<file path="src/rtl/sync_fifo_flags.sv">
`default_nettype none
// ============================================================================
// Module      : sync_fifo_flags
// Description : Single-clock FIFO with fill count, almost-full/almost-empty
//               thresholds, optional first-word-fall-through, flush and
//               sticky overflow/underflow flags.
// Revision    : 1.0 - initial release
// ============================================================================
module sync_fifo_flags #(
    parameter int W        = 8,
    parameter int D        = 16,
    parameter bit FWFT     = 1'b0,
    parameter int AF_LEVEL = D - 2,
    parameter int AE_LEVEL = 1,
    parameter bit ERR_MSG  = 1'b1
) (
    input  logic                   clk,
    input  logic                   rst_n,
    input  logic                   flush,
    input  logic                   clr_err,
    input  logic                   wr_en,
    input  logic [W-1:0]           wr_data,
    output logic                   wr_full,
    output logic                   wr_almost_full,
    input  logic                   rd_en,
    output logic [W-1:0]           rd_data,
    output logic                   rd_empty,
    output logic                   rd_almost_empty,
    output logic [$clog2(D):0]     count,
    output logic                   overflow,
    output logic                   underflow
);

    localparam int AW = $clog2(D);
    localparam int PW = AW + 1;

    localparam logic [PW-1:0] c_DEPTH    = PW'(D);
    localparam logic [PW-1:0] c_AF_LEVEL = PW'(AF_LEVEL);
    localparam logic [PW-1:0] c_AE_LEVEL = PW'(AE_LEVEL);
    localparam logic [PW-1:0] c_ONE      = PW'(1);

    logic [W-1:0]  r_mem [D];
    logic [PW-1:0] r_wptr;
    logic [PW-1:0] r_rptr;
    logic [PW-1:0] r_count;
    logic          r_overflow;
    logic          r_underflow;

    logic          w_wr_acc;
    logic          w_rd_acc;
    logic [AW-1:0] w_waddr;
    logic [AW-1:0] w_raddr;

    // Flags come only from registered state, so request inputs never reach them.
    assign wr_full         = (r_count == c_DEPTH);
    assign rd_empty        = (r_count == '0);
    assign wr_almost_full  = (r_count >= c_AF_LEVEL);
    assign rd_almost_empty = (r_count <= c_AE_LEVEL);
    assign count           = r_count;
    assign overflow        = r_overflow;
    assign underflow       = r_underflow;

    assign w_wr_acc = wr_en & ~wr_full;
    assign w_rd_acc = rd_en & ~rd_empty;
    assign w_waddr  = r_wptr[AW-1:0];
    assign w_raddr  = r_rptr[AW-1:0];

    always_ff @(posedge clk) begin
        if (w_wr_acc && !flush) begin
            r_mem[w_waddr] <= wr_data;
        end
    end

    always_ff @(posedge clk or negedge rst_n) begin
        if (!rst_n) begin
            r_wptr  <= '0;
            r_rptr  <= '0;
            r_count <= '0;
        end else if (flush) begin
            r_wptr  <= '0;
            r_rptr  <= '0;
            r_count <= '0;
        end else begin
            if (w_wr_acc) begin
                r_wptr <= r_wptr + c_ONE;
            end
            if (w_rd_acc) begin
                r_rptr <= r_rptr + c_ONE;
            end
            case ({w_wr_acc, w_rd_acc})
                2'b10:   r_count <= r_count + c_ONE;
                2'b01:   r_count <= r_count - c_ONE;
                default: r_count <= r_count;
            endcase
        end
    end

    // Setting beats clearing when both happen in one cycle.
    always_ff @(posedge clk or negedge rst_n) begin
        if (!rst_n) begin
            r_overflow  <= 1'b0;
            r_underflow <= 1'b0;
        end else begin
            if (wr_en && wr_full) begin
                r_overflow <= 1'b1;
            end else if (clr_err) begin
                r_overflow <= 1'b0;
            end
            if (rd_en && rd_empty) begin
                r_underflow <= 1'b1;
            end else if (clr_err) begin
                r_underflow <= 1'b0;
            end
        end
    end

    generate
        if (FWFT) begin : g_fwft
            // Head word is shown directly; forced to zero while empty so reset reads 0.
            assign rd_data = rd_empty ? '0 : r_mem[w_raddr];
        end else begin : g_registered
            logic [W-1:0] r_rd_data;

            always_ff @(posedge clk or negedge rst_n) begin
                if (!rst_n) begin
                    r_rd_data <= '0;
                end else if (w_rd_acc && !flush) begin
                    r_rd_data <= r_mem[w_raddr];
                end
            end

            assign rd_data = r_rd_data;
        end
    endgenerate

`ifndef SYNTHESIS
    generate
        if ((D < 2) || ((D & (D - 1)) != 0)) begin : g_bad_depth
            $error("sync_fifo_flags: D=%0d must be a power of two >= 2", D);
        end
    endgenerate

    always @(posedge clk) begin
        if (ERR_MSG && rst_n) begin
            if (wr_en && wr_full) begin
                $error("sync_fifo_flags: write while full");
            end
            if (rd_en && rd_empty) begin
                $error("sync_fifo_flags: read while empty");
            end
        end
    end
`endif

endmodule
`default_nettype wire
</file>
<file path="config.mk">
export PLATFORM = sky130hd
export DESIGN_NAME = sync_fifo_flags
export DESIGN_NICKNAME = d
export VERILOG_FILES = /design/src/rtl/sync_fifo_flags.sv
export SDC_FILE = /design/constraint.sdc
export NUM_CORES = 1
export LEC_CHECK = 0
export CAP_MARGIN = 20
export CORE_ASPECT_RATIO = 1.25
export CORE_MARGIN = 2
export CORE_UTILIZATION = 55
export DETAILED_ROUTE_END_ITERATION = 10
export GPL_TIMING_DRIVEN = 0
export PLACE_DENSITY = 0.7
export SYNTH_ARGS = -nofsm -noshare
export SYNTH_HDL_FRONTEND = slang
export SYNTH_SLANG_ARGS = --single-unit
</file>
<file path="constraint.sdc">
create_clock -name clk -period 3.9 [get_ports clk]
set_input_delay 0.78 -clock clk [delete_from_list [all_inputs] [get_ports clk]]
set_output_delay 0.78 -clock clk [all_outputs]
set_load 0.05 [all_outputs]
</file>
==> impl_metrics.toml <==
[layout]
final_util_pct = 66.4
ff_latch_area_sq_um = 4420
final.fill_count = 804
syn_to_final_growth_pct = 17.4
layout_common_cells = "128 x edfxtp_1, 33 x mux2i_1, 32 x clkdlybuf4s50_1, 31 x nor2_1, 23 x dfrtp_1"
layout.cells.non_filler = 584
antennaDiodeCount = 0
layout-drive-gt1-share_pct = 13.8
nets = 460
multiInputGateArea_sq_um = 1720
final_common_cell = "edfxtp_1"

[route]
drt-wirelength-per-cell_um = 22.3
drtIter0Drc = 250
wirelength_um = 13000
via_count = 3492
drc = 0
detail-route-antenna-nets = 0
first_pass_iters = 4
vias_per_cell = 5.98

[setup_path]
crit_start = "count[1]"
crit_chain = "inv_1 -> ha_1 -> nand4bb_1 -> inv_1 -> clkdlybuf4s50_1"
critPathMaxStageDelay_ps = 850
worstPathArrival_ps = 2710
r2r-start = "count[0]"
r2r_setup_slack_ps = 930
cp-end-kind = "primary output"
reg2reg_to = "r_mem[4][5]"
path_max_fanout = 7
cp_data_required_time_ps = 3120
worstRegToRegCells = 7
cpMostUsedCell = "inv_1"
worstSetupStartpointType = "flop"
crit_end = "wr_full"
cp_slowest_cell = "clkdlybuf4s50_1"
critPathKind = "flop to primary output"

[clock_network]
clkTransAtPathRegs_ps = 60
cts_resized = 0
cts_max_level = 4
postCtsSetupRepairBufs = 0
cts_root_buf = "clkbuf_16"
holdBufCountCts = 0
cts_tree = "built"
clock_sinks = 151
cts_buffers = 17
clock_latency_ps = 420
cts_max_path_buffers = 2

[sta]
finalCritPeriodShare_pct = 89.6
hold_viol = 0
maxSlewHeadroom_pct = 42.4
slew_viol_final = 0
grt_setup_unrepaired = "no"
fmax_mhz = 286
tightest_slew_ps = 857
whs_ps = 491
finalCriticalPeriod_ps = 3490
clock_skew_ps = 7.97
fin_setup_tns_ps = 0
setup_viol = 0

[floorplan]
io_pins = 33
coreArea_sq_um = 11100
die_w_um = 99.5
num_rows = 43
dieHeight_um = 123
initial_utilization_pct = 56.6
fp.dieArea_sq_um = 12300

[place]
portBuffers = 32
place_inst = 551
hpwl_um = 8570
gp_routability_congestion = 0.817

[synth]
syn_inst = 384
syn_area_per_cell_sq_um = 16.3
async_reset_ff_share_pct = 15.2
synth-seq-area-share_pct = 70.5
synthFlopType = "edfxtp_1"
ys_warn_count = 0
synth_nets = 408
synth_edf_count = 128
synth_cell_types = 44
netlist_area_sq_um = 6270
synth-seq-cells = 151

[worst_hold_path]
hp-class = "flop to flop"

[outcome]
outcome = "complete, no violations"

[power]
power.static_leakage_uw = 0.00245
max-vdd-ir-drop_uv = 336
p_per_area_nw_per_um2 = 646

[grt]
grt_antenna_before_repair = 0
globalRouteTotalUtil_pct = 22.9
grt_first_pass_wirelength_um = 19800
grt_overflow = 0
grt_max_degree = 24
grt_pass1_vias = 3454

[flow_run]
max_cap_viol_count = 0
==> metal layers <==
layer  track usage (%)  up-vias  wire length (um)
met4              9.08        0               311
met2              37.6       92              6470
met5                 0        -                 0
met1              30.2     1793              5670
li1                  -     1583                 -
met3              4.69       24               567
==> how the worst min path moves through the flow <==
stage | startpoint | end | slack (ps) | depth (start not counted)
6_report | rd_data[4] | rd_data[4] | 490 | 2
5_1_grt | rd_data[7] | rd_data[7] | 530 | 2
4_1_cts | rd_data[4] | rd_data[4] | 500 | 2
3_5_place_dp | rd_data[0] | rd_data[0] | 480 | 2
3_3_place_gp | rd_data[1] | rd_data[1] | 470 | 2
2_1_floorplan | rst_n | count[0] | 480 | 0
==> final cells by class <==
type	count	area share, %
clock inverters	11	1.67
clock buffers	21	6.12
flip-flops and latches	151	60.0
plain buffers	15	1.04
repair buffers	33	4.73
inverters	11	0.731
well taps	135	2.29
multi-input cells	207	23.4
==> report_power, final <==
part           total [uW]  switching [uW]  internal [uW]
sequential           1920            73.2           1840
clock                1580             621            960
combinational        1260             794            461
total                4750            1490           3270
==> synth_stat cells, types with 2 or more instances <==
master	count	area (sq um)
a21oi_1	4	20.0
o21ai_0	3	15.0
or3_1	2	12.5
edfxtp_1	128	3840
buf_6	2	22.5
mux2i_1	33	330
nor2b_1	5	31.3
inv_1	10	37.5
xor2_1	2	17.5
xnor2_1	4	35.0
mux4_2	16	360
buf_1	3	11.3
o22ai_1	2	12.5
buf_2	4	20.0
dfrtp_1	23	576
nand2b_1	17	106
a22oi_1	16	120
nand3_1	12	60.1
nand4_1	10	62.6
o2111a_1	2	22.5
nor3_1	5	25.0
clkbuf_1	6	22.5
ha_1	10	125
nand3b_1	2	15.0
nand2_1	14	52.6
nor2_1	31	116
==> stage by stage <==
stage | setup WS [ps] | total power, uW | cell area (sq um)
5_1_grt | 284 | 4940 | 7360
3_5_place_dp | 624 | 3200 | 6760
4_1_cts | 410 | 4780 | 7330
6_report | 407 | 4750 | 7360
2_1_floorplan | 690 | 2810 | 6270
3_3_place_gp | 669 | 3180 | 6760
==> sequential cells by signal (all words and copies together), names as in the netlist <==
signal     flops
count          5
overflow       1
r_mem        128
r_rptr         4
r_wptr         4
rd_data        8
underflow      1
==> critical path, delay by kind of cell (launching register included) <==
kind / cells / cell delay [ps]
simple gates: 1 / 350
flops: 1 / 450
fa+ha+maj: 1 / 190
buf+inv: 3 / 1310
==> cell families (layout without fill, tap and decap cells) <==
family,after synthesis,count (layout),synth area share (%)
compound gates,32,32,4.01
fa+ha+maj,10,10,2.00
simple gates,108,108,9.18
flops,151,151,70.5
xor+xnor,6,6,0.838
buf+inv,26,91,2.08
mux,51,51,11.4
No activity file was read; power rests on OpenSTA's default activity.
